<file path="src/rtl/serial_add_pkg.sv">
// Shared definitions for the bit-serial adder controller: FSM state
// encoding and the bit-counter width sized for the largest legal WIDTH.
package serial_add_pkg;

    localparam int unsigned MAX_WIDTH = 32;
    localparam int unsigned CNT_W     = $clog2(MAX_WIDTH);

    typedef enum logic [1:0] {
        IDLE = 2'b00,
        RUN  = 2'b01,
        DONE = 2'b10
    } state_e;

    // Index of the last bit position for a given operand width.
    function automatic logic [CNT_W-1:0] last_bit_idx(input int unsigned width);
        return CNT_W'(width - 1);
    endfunction

endpackage

</file>
<file path="src/rtl/serial_add_ctrl_if.sv">
// Operand / result handshake bundle for serial_add_ctrl.
// The sub select exists only when SERIAL_ADD_SUB_EN is defined.
interface serial_add_ctrl_if #(
    parameter int unsigned WIDTH = 8
);
    logic             in_valid;
    logic             in_ready;
    logic [WIDTH-1:0] a;
    logic [WIDTH-1:0] b;
    logic             cin;
`ifdef SERIAL_ADD_SUB_EN
    logic             sub;
`endif
    logic             out_valid;
    logic             out_ready;
    logic [WIDTH-1:0] sum;
    logic             cout;

    // Producer/consumer side (drives operands, takes results).
    modport master (
        output in_valid, a, b, cin,
`ifdef SERIAL_ADD_SUB_EN
        output sub,
`endif
        output out_ready,
        input  in_ready, out_valid, sum, cout
    );

    // Adder side.
    modport slave (
        input  in_valid, a, b, cin,
`ifdef SERIAL_ADD_SUB_EN
        input  sub,
`endif
        input  out_ready,
        output in_ready, out_valid, sum, cout
    );

endinterface

</file>
<file path="src/rtl/serial_add_ctrl_fa_cell.sv">
// One-bit full adder, the single arithmetic cell time-shared over all
// bit positions by serial_add_ctrl. Purely combinational.
module fa_cell (
    input  logic a_i,
    input  logic b_i,
    input  logic c_i,
    output logic sum_o,
    output logic cout_o
);

    assign sum_o  = a_i ^ b_i ^ c_i;
    assign cout_o = (a_i & b_i) | (a_i & c_i) | (b_i & c_i);

endmodule

</file>
<file path="src/rtl/serial_add_ctrl.sv">
// Bit-serial adder controller. Accepts an operand pair, pushes it LSB
// first through one fa_cell over WIDTH cycles with a registered carry,
// then holds {cout,sum} until the consumer takes it.
// Optional feature macro: SERIAL_ADD_SUB_EN (adds the sub select; B is
// inverted bit by bit and the carry starts at 1 to form a - b).
module serial_add_ctrl
    import serial_add_pkg::*;
#(
    parameter int unsigned WIDTH = 8
) (
    input  logic            clk,
    input  logic            rst,
    serial_add_ctrl_if.slave bus
);

    localparam logic [CNT_W-1:0] LAST_IDX = last_bit_idx(WIDTH);

    state_e           state_q,     state_d;
    // A operand shift register; it doubles as the sum accumulator because
    // each A bit consumed at the LSB frees the MSB slot the new sum bit needs.
    logic [WIDTH-1:0] a_acc_q,     a_acc_d;
    logic [WIDTH-1:0] b_sh_q,      b_sh_d;
    logic             carry_q,     carry_d;
    logic [CNT_W-1:0] cnt_q,       cnt_d;
    logic [WIDTH-1:0] sum_q,       sum_d;
    logic             cout_q,      cout_d;
    logic             in_ready_q,  in_ready_d;
    logic             out_valid_q, out_valid_d;
`ifdef SERIAL_ADD_SUB_EN
    logic             sub_q,       sub_d;
`endif

    logic             b_bit_s;
    logic             fa_sum_s;
    logic             fa_cout_s;
    logic [WIDTH-1:0] a_acc_shift_s;

`ifdef SERIAL_ADD_SUB_EN
    assign b_bit_s = b_sh_q[0] ^ sub_q;
`else
    assign b_bit_s = b_sh_q[0];
`endif

    fa_cell u_fa_cell (
        .a_i    (a_acc_q[0]),
        .b_i    (b_bit_s),
        .c_i    (carry_q),
        .sum_o  (fa_sum_s),
        .cout_o (fa_cout_s)
    );

    assign a_acc_shift_s = {fa_sum_s, a_acc_q[WIDTH-1:1]};

    // Next-state and datapath update for the IDLE/RUN/DONE sequencer.
    always_comb begin
        state_d     = state_q;
        a_acc_d     = a_acc_q;
        b_sh_d      = b_sh_q;
        carry_d     = carry_q;
        cnt_d       = cnt_q;
        sum_d       = sum_q;
        cout_d      = cout_q;
        in_ready_d  = in_ready_q;
        out_valid_d = out_valid_q;
`ifdef SERIAL_ADD_SUB_EN
        sub_d       = sub_q;
`endif
        case (state_q)
            IDLE: begin
                if (bus.in_valid) begin
                    a_acc_d    = bus.a;
                    b_sh_d     = bus.b;
                    cnt_d      = {CNT_W{1'b0}};
                    in_ready_d = 1'b0;
                    state_d    = RUN;
`ifdef SERIAL_ADD_SUB_EN
                    sub_d      = bus.sub;
                    carry_d    = bus.sub ? 1'b1 : bus.cin;
`else
                    carry_d    = bus.cin;
`endif
                end else begin
                    state_d = IDLE;
                end
            end
            RUN: begin
                a_acc_d = a_acc_shift_s;
                b_sh_d  = {1'b0, b_sh_q[WIDTH-1:1]};
                carry_d = fa_cout_s;
                cnt_d   = cnt_q + {{(CNT_W-1){1'b0}}, 1'b1};
                if (cnt_q == LAST_IDX) begin
                    sum_d       = a_acc_shift_s;
                    cout_d      = fa_cout_s;
                    out_valid_d = 1'b1;
                    cnt_d       = {CNT_W{1'b0}};
                    state_d     = DONE;
                end else begin
                    state_d = RUN;
                end
            end
            DONE: begin
                if (bus.out_ready) begin
                    out_valid_d = 1'b0;
                    in_ready_d  = 1'b1;
                    state_d     = IDLE;
                end else begin
                    state_d = DONE;
                end
            end
            default: begin
                out_valid_d = 1'b0;
                in_ready_d  = 1'b1;
                state_d     = IDLE;
            end
        endcase
    end

    // State, datapath and output registers; reset aborts any operation.
    always_ff @(posedge clk) begin
        if (rst) begin
            state_q     <= IDLE;
            a_acc_q     <= {WIDTH{1'b0}};
            b_sh_q      <= {WIDTH{1'b0}};
            carry_q     <= 1'b0;
            cnt_q       <= {CNT_W{1'b0}};
            sum_q       <= {WIDTH{1'b0}};
            cout_q      <= 1'b0;
            in_ready_q  <= 1'b1;
            out_valid_q <= 1'b0;
`ifdef SERIAL_ADD_SUB_EN
            sub_q       <= 1'b0;
`endif
        end else begin
            state_q     <= state_d;
            a_acc_q     <= a_acc_d;
            b_sh_q      <= b_sh_d;
            carry_q     <= carry_d;
            cnt_q       <= cnt_d;
            sum_q       <= sum_d;
            cout_q      <= cout_d;
            in_ready_q  <= in_ready_d;
            out_valid_q <= out_valid_d;
`ifdef SERIAL_ADD_SUB_EN
            sub_q       <= sub_d;
`endif
        end
    end

    assign bus.in_ready  = in_ready_q;
    assign bus.out_valid = out_valid_q;
    assign bus.sum       = sum_q;
    assign bus.cout      = cout_q;

endmodule

</file>
<file path="src/flat_wrapper.sv">
// flat-port wrapper written by rule: the top's interface ports become plain ports
module serial_add_ctrl_flat import serial_add_pkg::*;
#(
    parameter int unsigned WIDTH = 8
)
  (clk, rst, bus_in_valid, bus_a, bus_b, bus_cin, bus_out_ready, bus_in_ready, bus_out_valid, bus_sum, bus_cout);
  serial_add_ctrl_if #(.WIDTH(WIDTH)) bus_i ();
  input  logic clk;
  input  logic rst;
  input wire logic [$bits(bus_i.in_valid)-1:0] bus_in_valid;
  input wire logic [$bits(bus_i.a)-1:0] bus_a;
  input wire logic [$bits(bus_i.b)-1:0] bus_b;
  input wire logic [$bits(bus_i.cin)-1:0] bus_cin;
  input wire logic [$bits(bus_i.out_ready)-1:0] bus_out_ready;
  output wire logic [$bits(bus_i.in_ready)-1:0] bus_in_ready;
  output wire logic [$bits(bus_i.out_valid)-1:0] bus_out_valid;
  output wire logic [$bits(bus_i.sum)-1:0] bus_sum;
  output wire logic [$bits(bus_i.cout)-1:0] bus_cout;
  assign bus_i.in_valid = bus_in_valid;
  assign bus_i.a = bus_a;
  assign bus_i.b = bus_b;
  assign bus_i.cin = bus_cin;
  assign bus_i.out_ready = bus_out_ready;
  assign bus_in_ready = bus_i.in_ready;
  assign bus_out_valid = bus_i.out_valid;
  assign bus_sum = bus_i.sum;
  assign bus_cout = bus_i.cout;
  serial_add_ctrl #(.WIDTH(WIDTH)) u_core (.clk(clk), .rst(rst), .bus(bus_i));
endmodule
</file>
<file path="config.mk">
export PLATFORM = sky130hd
export DESIGN_NAME = serial_add_ctrl_flat
export DESIGN_NICKNAME = d
export VERILOG_FILES = /design/src/rtl/serial_add_pkg.sv /design/src/rtl/serial_add_ctrl_if.sv /design/src/rtl/serial_add_ctrl_fa_cell.sv /design/src/rtl/serial_add_ctrl.sv /design/src/flat_wrapper.sv
export SDC_FILE = /design/constraint.sdc
export NUM_CORES = 1
export LEC_CHECK = 0
export ABC_CLOCK_PERIOD_IN_PS = 2150
export CORE_MARGIN = 2
export CORE_UTILIZATION = 56
export DETAILED_ROUTE_END_ITERATION = 10
export DONT_BUFFER_PORTS = 1
export PLACE_DENSITY = 0.71
export SLEW_MARGIN = 20
export SYNTH_ARGS = -nofsm -noshare
export SYNTH_HDL_FRONTEND = slang
export SYNTH_HIERARCHICAL = 1
export SYNTH_SLANG_ARGS = --single-unit
</file>
<file path="constraint.sdc">
create_clock -name clk -period 2.15 [get_ports clk]
set_clock_uncertainty 0.15 [all_clocks]
set_input_delay 0.3225 -clock clk [delete_from_list [all_inputs] [get_ports clk]]
set_output_delay 0.3225 -clock clk [all_outputs]
set_load 0.02 [all_outputs]
</file>
Yosys cells after proc, flatten, opt, wreduce, memory -nomap -nowiden
Cells that the tools add are included.
{"block": "totals", "ff_bits": 35, "in_bits": 21, "out_inout_bits": 11, "word_cells": 50}
{"block": "classes", "n_addsub": 1, "eq_ne": 6, "n_mux": 19, "n_bitwise": 9, "n_reduce_logical": 6}
{"op": "$pmux W8 S2", "count": 2}
{"op": "$mux W8", "count": 2}
{"op": "$mux W5", "count": 2}
{"op": "$pmux W5 S2", "count": 1}
{"op": "$mux W1", "count": 6}
{"op": "$pmux W1 S3", "count": 2}
{"op": "$pmux W2 S3", "count": 1}
{"op": "$reduce_and A3 Y1", "count": 2}
{"op": "$add A5 B1 Y5 const B", "count": 1}
{"op": "$eq A5 B3 Y1 const B", "count": 1}
{"op": "$mux W2", "count": 2}
{"op": "$ne A2 B2 Y1 const B", "count": 2}
{"op": "$reduce_and A2 Y1", "count": 2}
{"op": "$and A1 B1 Y1", "count": 3}
{"op": "$eq A2 B1 Y1 const B", "count": 1}
{"op": "$eq A2 B2 Y1 const B", "count": 1}
{"op": "$logic_not A2 Y1", "count": 1}
{"op": "$ne A2 B1 Y1 const B", "count": 1}
{"op": "$not A1 Y1", "count": 2}
{"op": "$or A1 B1 Y1", "count": 2}
{"op": "$pmux W1 S2", "count": 1}
{"op": "$reduce_bool A2 Y1", "count": 1}
{"op": "$xor A1 B1 Y1", "count": 2}

Depth between registers and ports, before layout
Gate-level depths: netlist (run 1).
{"block": "depth", "depth_word": 4, "mapped_depth": 5, "depth_no_buf": 4}

Cells and area by module
Netlist (run 1), hierarchy kept.
{"mod": "serial_add_ctrl", "instances": 1, "cells_per_inst": 189, "area_each_um2": 1551.5, "seq_area_each_um2": 700.7}
{"mod": "fa_cell", "instances": 1, "cells_per_inst": 1, "area_each_um2": 20.0, "seq_area_each_um2": 0.0}

Least setup slack after synthesis (run 1)
Ideal clock, no wire load.
{"block": "synth_path", "path_type": "reg2reg", "from": "reg u_core.cnt_q[0]", "to": "reg u_core.sum_q[2], in the netlist u_core/bus.sum[2]", "t_arrival_ns": 1.284, "t_required_ns": 1.929, "setup_slack_ns": 0.645, "path_stages_with_launch": 6, "synth_period_minus_slack_ns": 1.505, "cell_sequence": "dfxtp_1 ha_1 nor4bb_1 buf_4 nand3_1 a21oi_1"}
{"block": "synth_between", "elab_chain_cells": 2}
{"element": "from (decl)", "line_no": "serial_add_ctrl.sv:24", "text": "logic [CNT_W-1:0] cnt_q, cnt_d;"}
{"element": "from (signal assigned)", "line_no": "serial_add_ctrl.sv:125", "text": "cnt_q <= {CNT_W{1'b0}};"}
{"element": "from (signal assigned)", "line_no": "serial_add_ctrl.sv:138", "text": "cnt_q <= cnt_d;"}
{"element": "$eq A5 B3 Y1", "line_no": "serial_add_ctrl.sv:91", "text": "if (cnt_q == LAST_IDX) begin"}
{"element": "$reduce_and A2 Y1 (no source line)"}
{"element": "to (signal assigned)", "line_no": "serial_add_ctrl.sv:126", "text": "sum_q <= {WIDTH{1'b0}};"}
{"element": "to (signal assigned)", "line_no": "serial_add_ctrl.sv:139", "text": "sum_q <= sum_d;"}
{"element": "to (decl)", "line_no": "serial_add_ctrl.sv:25", "text": "logic [WIDTH-1:0] sum_q, sum_d;"}
Every way passes these cells.
A chain may end at the register's enable or synchronous reset.

Worst setup path after layout (run 1)
{"block": "layout_path", "from": "reg u_core.state_q[0]", "to": "reg u_core.cnt_q[3]"}
{"block": "layout_between", "elab_chain_cells": 3, "elab_cells_between_ends": 6}
{"element": "from (decl)", "line_no": "serial_add_ctrl.sv:18", "text": "state_e state_q, state_d;"}
{"element": "from (signal assigned)", "line_no": "serial_add_ctrl.sv:134", "text": "state_q <= state_d;"}
{"element": "$eq A2 B1 Y1 / $logic_not A2 Y1 (equally long branches)", "line_no": "serial_add_ctrl.sv:68", "text": "case (state_q)"}
{"element": "$reduce_bool A2 Y1 (no source line) / $ne A2 B2 Y1 (equally long branches)"}
{"element": "$reduce_and A2 Y1 (no source line)"}
Several ways; a longest one is shown, not always the timed one.

==> flow_metrics.py, run 1 <==
metrics = {
    "status": {
        "outcome": "complete, no violations",
    },
    "setup_path": {
        "crit_required_ns": 2.26,
        "r2r_slack_ns": 0.44,
        "reg2reg_depth": 4,
        "arrival_ns": 1.82,
        "crit_start": "u_core/state_q[0]$_SDFF_PP0_",
        "crit_fanout": 22,
        "rr_endpoint": "u_core/cnt_q[3]$_SDFFE_PP0P_",
        "criticalPathCategory": "reg -> reg",
        "cp-end-kind": "flop",
        "critPathLaunchType": "flop",
        "crit-reg2reg-launch": "u_core/state_q[0]$_SDFF_PP0_",
    },
    "hold_path": {
        "hold_end": "u_core/carry_q$_SDFFE_PP0P_",
        "hold_depth": 2,
        "worstHoldStart": "bus_cin",
        "holdCritPathClass": "in -> reg",
    },
    "drt": {
        "drt-initial-drc-count": 31,
        "drtPass1Iterations": 4,
        "ant_nets": 0,
        "viasPerCell": 5.74,
        "wl_um": 3230,
        "post_drt_wl_per_cell_um": 14.6,
        "route.detailed.drc": 0,
        "vias": 1275,
    },
    "place": {
        "dp_hpwl_um": 2130,
        "pre_cts_slack_ns": 0.490,
        "place_congestion": 0.739,
        "portBuffers": 0,
        "place_area_um2": 1550,
    },
    "global_routing": {
        "grt_usage_pct": 22.0,
        "gr-total-overflow": 0,
        "antenna_found_initial": 0,
        "grt_max_degree": 36,
        "grt_pass1_vias": 1239,
        "grt_pass1_wl_um": 5470,
    },
    "power": {
        "pwr-share-seq_pct": 56.3,
        "p_comb_share_pct": 12.3,
        "p_switching_mw": 0.319,
        "intPower_mw": 0.946,
        "irDropWorstVdd_mv": 0.525,
        "p_leak_nw": 0.620,
        "clkPwrFrac_pct": 31.4,
        "power_density_nw_per_um2": 758,
        "switching_share_pct": 25.2,
        "fin_total_pwr_mw": 1.26,
    },
    "sta": {
        "period_share_pct": 79.6,
        "max_freq_mhz": 585,
        "grt_setup_unrepaired": "no",
        "hold_viol": 0,
        "layout_min_cycle_time_ns": 1.71,
        "layout_setup_ws_ns": 0.440,
        "hold_slack_ns": 0.0215,
        "maxSlewViolCount": 0,
        "setup_violations": 0,
        "timing.slew.headroom_pct": 68.1,
        "worst_pin_slew_ns": 0.478,
        "setup_tns_ns": 0,
    },
    "cells_and_area": {
        "drive_above_1_share_pct": 12.0,
        "areaGrowthSynthToFinish_pct": 6.21,
        "diodes": 0,
        "multi_input_area_um2": 777,
        "fill_cells": 249,
        "design_area_um2": 1670,
        "register_area_um2": 701,
        "fin_nets": 213,
    },
    "yosys": {
        "synth.distinct_cells": 37,
        "syn_inst": 190,
        "async_reset_ff_share_pct": 0,
        "synth_edf_count": 0,
        "yosysMostFrequentCell": "nor2_1",
        "synth_ff_type": "dfxtp_1",
        "synth_top_area_cell": "dfxtp_1",
        "yosys.area.top_type_share_pct": 44.6,
        "netlist_area_um2": 1570,
        "syn-mean-instance-area_um2": 8.27,
        "yosysWarnings": 6,
        "synth_common_cells": "36 x nor2_1, 35 x dfxtp_1, 22 x a21oi_1",
        "ys_top_cells_by_area": "dfxtp_1 45%, nor2_1 8.6%, a21oi_1 7.0%, or3b_2 3.9%, nand3_1 3.8%",
        "synth_fp_nets": 213,
        "ys_ff_latch": 35,
        "synth-seq-area-share_pct": 44.6,
    },
    "floorplanning": {
        "io_pins": 32,
        "start_util_pct": 58.0,
        "num_rows": 19,
        "fp.dieArea_um2": 3250,
        "die_w_um": 57.0,
        "core-area_um2": 2710,
        "die_height_um": 57.0,
    },
    "cts": {
        "cts_tree": "yes",
        "insertion_delay_ns": 0.32,
        "clockRootBuffer": "clkbuf_4",
        "htreeDepth": 2,
        "cts.sinks": 35,
        "cts_buffers": 5,
        "cts.clk_slew.worst_paths_ns": 0.10,
        "clock_path_buffers": 2,
    },
    "run": {
        "maxCapViolCount": 0,
    },
}
-- flip-flops by register name, indices dropped and copies added (netlist names) --
| register | cells |
|---|---|
| u_core/bus.out_valid | 1 |
| u_core/bus.sum | 8 |
| u_core/state_q | 2 |
| u_core/bus.in_ready | 1 |
| u_core/a_acc_q | 8 |
| u_core/bus.cout | 1 |
| u_core/cnt_q | 5 |
| u_core/carry_q | 1 |
| u_core/b_sh_q | 8 |
-- stage by stage --
stage          cells  utilization [%]
4_1_cts          220             60.8
5_1_grt          222             61.6
3_3_place_gp     210             57.2
6_report         222             61.6
2_1_floorplan    190                -
3_5_place_dp     210             57.2
-- power groups by stage --
stage               clock network [mW]  registers (mW)  logic, mW
floorplan                            0           0.721      0.133
global placement                     0           0.725      0.134
detailed placement                   0           0.726      0.138
CTS                              0.410           0.712      0.154
global route                     0.442           0.717      0.176
finish                           0.398           0.712      0.155
-- worst max-delay path by stage --
stage / end / slack [ns] / cells after the start
4_1_cts: u_core/cnt_q[3]$_SDFFE_PP0P_ / 0.45 / 4
2_1_floorplan: u_core/bus.sum[2]$_SDFFE_PP0P_ / 0.65 / 5
3_5_place_dp: u_core/cnt_q[3]$_SDFFE_PP0P_ / 0.49 / 4
3_3_place_gp: u_core/cnt_q[3]$_SDFFE_PP0P_ / 0.52 / 4
6_report: u_core/cnt_q[3]$_SDFFE_PP0P_ / 0.44 / 4
5_1_grt: u_core/bus.sum[0]$_SDFFE_PP0P_ / 0.28 / 5
-- repair_timing --
action                    in CTS  in global routing
setup buffers                  0                  0
hold buffers                   2                  2
hold endpoints to repair      35                  2
resized for setup              0                  0
-- worst max-delay path, stage by stage, from the launching register on --
cell	delay, ns
dfxtp_1	0.32
buf_4	0.20
nand2b_1	0.26
or4_1	0.58
a31oi_1	0.13
-- routing by layer --
layer  track usage, %  wire [µm]  part of all wire, %  up-vias
met4             8.64         44                  1.4        0
met5                0          0                    0        -
li1                 -          -                    -      658
met1             28.1       1470                   45      586
met3             8.16        195                  6.0        4
met2             34.0       1530                   47       27
-- cells by family after synthesis --
| kind of cell | synth area share, % |
|---|---|
| DFF | 44.6 |
| buffers and inverters | 5.97 |
| AOI/OAI and AO/OA | 14.4 |
| and+or+nand+nor | 33.0 |
| adders and majority gates | 2.07 |
-- area by class of cell --
type                       count  area share, %
timing repair buffer           8           4.80
multi-input combinational    139           46.6
tap                           31           2.32
clock buffer                   8           4.12
inverter                       1          0.225
sequential                    35           42.0
-- cell usage in the layout (no fill, tap or decap), types with 2 or more instances in the layout --
cell,n
nor2_1,36
dfxtp_1,35
a21oi_1,22
nand3_1,12
o21ai_0,10
nor4_1,9
or3b_2,7
nor3_1,7
nand2b_1,6
nand2_1,6
clkbuf_4,5
or2b_1,4
buf_4,4
dlygate4sd3_1,3
clkbuf_8,2
or3_1,2
Power figures use the tool's default switching activity.
==> run 2: changes to the inputs <==
- ABC_CLOCK_PERIOD_IN_PS: 2150 -> 1720
- clock period: 2.15 -> 1.72 ns (I/O delays scaled with it)
==> flow_metrics.py, run 2 (same netlist as run 1, synthesis figures left out) <==
metrics = {
    "status": {
        "outcome": "complete, no violations",
    },
    "cells_and_area": {
        "finalNonFillerCells": 231,
        "final_cell_mix": "36 x nor2_1, 34 x dfxtp_1, 22 x a21oi_1",
        "fin_nets": 222,
        "areaGrowthSynthToFinish_pct": 13.6,
        "final_common_cell": "nor2_1",
        "postLayoutCoreUtil_pct": 65.9,
        "design_area_um2": 1790,
        "diodes": 0,
        "drive_above_1_share_pct": 15.0,
    },
    "drt": {
        "drtPass1Iterations": 5,
        "route.detailed.drc": 0,
        "drt-initial-drc-count": 50,
        "wl_um": 3460,
        "viasPerCell": 5.83,
        "ant_nets": 0,
        "vias": 1347,
        "post_drt_wl_per_cell_um": 15.0,
    },
    "floorplanning": {
        "start_util_pct": 58.0,
        "die_height_um": 57.0,
        "core-area_um2": 2710,
        "fp.dieArea_um2": 3250,
        "die_w_um": 57.0,
        "num_rows": 19,
        "io_pins": 32,
    },
    "power": {
        "pwr-share-seq_pct": 54.7,
        "irDropWorstVdd_mv": 0.813,
        "clkPwrFrac_pct": 32.0,
        "intPower_mw": 1.20,
        "fin_total_pwr_mw": 1.63,
        "switching_share_pct": 26.6,
        "p_comb_share_pct": 13.3,
        "p_switching_mw": 0.433,
        "power_density_nw_per_um2": 913,
        "p_leak_nw": 0.656,
    },
    "hold_path": {
        "hold_end": "u_core/b_sh_q[7]$_SDFFE_PP0P_",
        "worstHoldStart": "rst",
        "holdCritPathClass": "in -> reg",
        "hold_depth": 2,
    },
    "cts": {
        "cts_tree": "yes",
        "clock_path_buffers": 2,
        "cts.clk_slew.worst_paths_ns": 0.11,
        "cts_buffers": 5,
        "cts.sinks": 35,
        "clockRootBuffer": "clkbuf_4",
        "htreeDepth": 2,
        "post_cts_buffers": 0,
        "insertion_delay_ns": 0.34,
    },
    "setup_path": {
        "critPathLaunchType": "flop",
        "criticalPathCategory": "reg -> reg",
        "crit_required_ns": 1.85,
        "cp-end-kind": "flop",
        "crit_fanout": 20,
        "reg2reg_depth": 4,
        "r2r_slack_ns": 0.11,
        "arrival_ns": 1.73,
        "rr_endpoint": "u_core/cnt_q[3]$_SDFFE_PP0P_",
        "crit-reg2reg-launch": "u_core/state_q[0]$_SDFF_PP0_",
    },
    "run": {
        "maxCapViolCount": 0,
    },
    "sta": {
        "setup_tns_ns": 0,
        "setup_violations": 0,
        "maxSlewViolCount": 0,
        "timing.slew.headroom_pct": 72.1,
        "hold_viol": 0,
        "max_freq_mhz": 622,
        "grt_setup_unrepaired": "no",
        "worst_pin_slew_ns": 0.417,
        "period_share_pct": 93.5,
        "layout_min_cycle_time_ns": 1.61,
    },
    "place": {
        "place_area_um2": 1570,
        "dp_hpwl_um": 2270,
        "portBuffers": 0,
        "dp.cells": 212,
        "place_congestion": 0.764,
    },
    "global_routing": {
        "met2_usage_pct": 35.3,
        "antenna_found_initial": 0,
        "use_met1_pct": 28.6,
        "grt_pass1_wl_um": 5640,
        "grt_pass1_vias": 1208,
        "gr-total-overflow": 0,
        "grt_max_degree": 36,
        "busiest_layer": "met2",
        "grt_usage_pct": 23.2,
        "grtUsageMet3_pct": 7.71,
    },
}
==> run 2: repair_timing <==
action | in CTS | in global routing
pin swaps | 0 | 0
hold buffers | 11 | 0
endpoints found under the setup margin | 12 | 12
resized for setup | 1 | 5
hold endpoints to repair | 35 | 0
==> run 2: through the flow <==
stage,hold WS [ns],setup WS [ns]
final,0.0196,0.111
after global routing,0.00124,0.00824
after CTS,0.0158,0.0251
after detailed placement,0.182,-0.00774
after global placement,0.179,0.157
after floorplan,0.281,0.215
==> run 2: per-layer routing <==
layer  part of all wire (%)  up-vias
li1                       -      674
met1                     42      621
met2                     49       45
met3                    6.6        7
met4                    2.5        0
met5                      0        -
==> run 2: worst max-delay path, cell delays in order, from the launching register on <==
cell and delay, ns:
dfxtp_1 0.32, buf_4 0.20, nand2b_1 0.19, or4_1 0.55, a31oi_1 0.14
==> run 2: final cells by class <==
| type | instances | area, µm² |
|---|---|---|
| multi-input cells | 139 | 800 |
| clock inverters | 1 | 7.51 |
| inverters | 1 | 3.75 |
| repair buffers | 17 | 169 |
| flip-flops and latches | 35 | 702 |
| fillers | 247 | 925 |
| clock buffers | 7 | 65.1 |
| well taps | 31 | 38.8 |
==> run 2: how the worst max path moves through the flow <==
| stage | startpoint | endpoint |
|---|---|---|
| after floorplan | u_core/cnt_q[0]$_SDFFE_PP0P_ | u_core/bus.sum[2]$_SDFFE_PP0P_ |
| after global placement | u_core/state_q[0]$_SDFF_PP0_ | u_core/cnt_q[3]$_SDFFE_PP0P_ |
| after detailed placement | u_core/cnt_q[0]$_SDFFE_PP0P_ | u_core/bus.sum[0]$_SDFFE_PP0P_ |
| after CTS | u_core/cnt_q[0]$_SDFFE_PP0P_ | u_core/bus.sum[0]$_SDFFE_PP0P_ |
| after global routing | u_core/cnt_q[1]$_SDFFE_PP0P_ | u_core/bus.sum[6]$_SDFFE_PP0P_ |
| final | u_core/state_q[0]$_SDFF_PP0_ | u_core/cnt_q[3]$_SDFFE_PP0P_ |
==> run 2: power groups by stage <==
stage / Clock, mW / Sequential [mW] / Combinational [mW]
floorplan: 0 / 0.901 / 0.166
global placement: 0 / 0.908 / 0.175
detailed placement: 0 / 0.909 / 0.180
CTS: 0.532 / 0.891 / 0.216
global route: 0.579 / 0.898 / 0.243
finish: 0.523 / 0.892 / 0.217
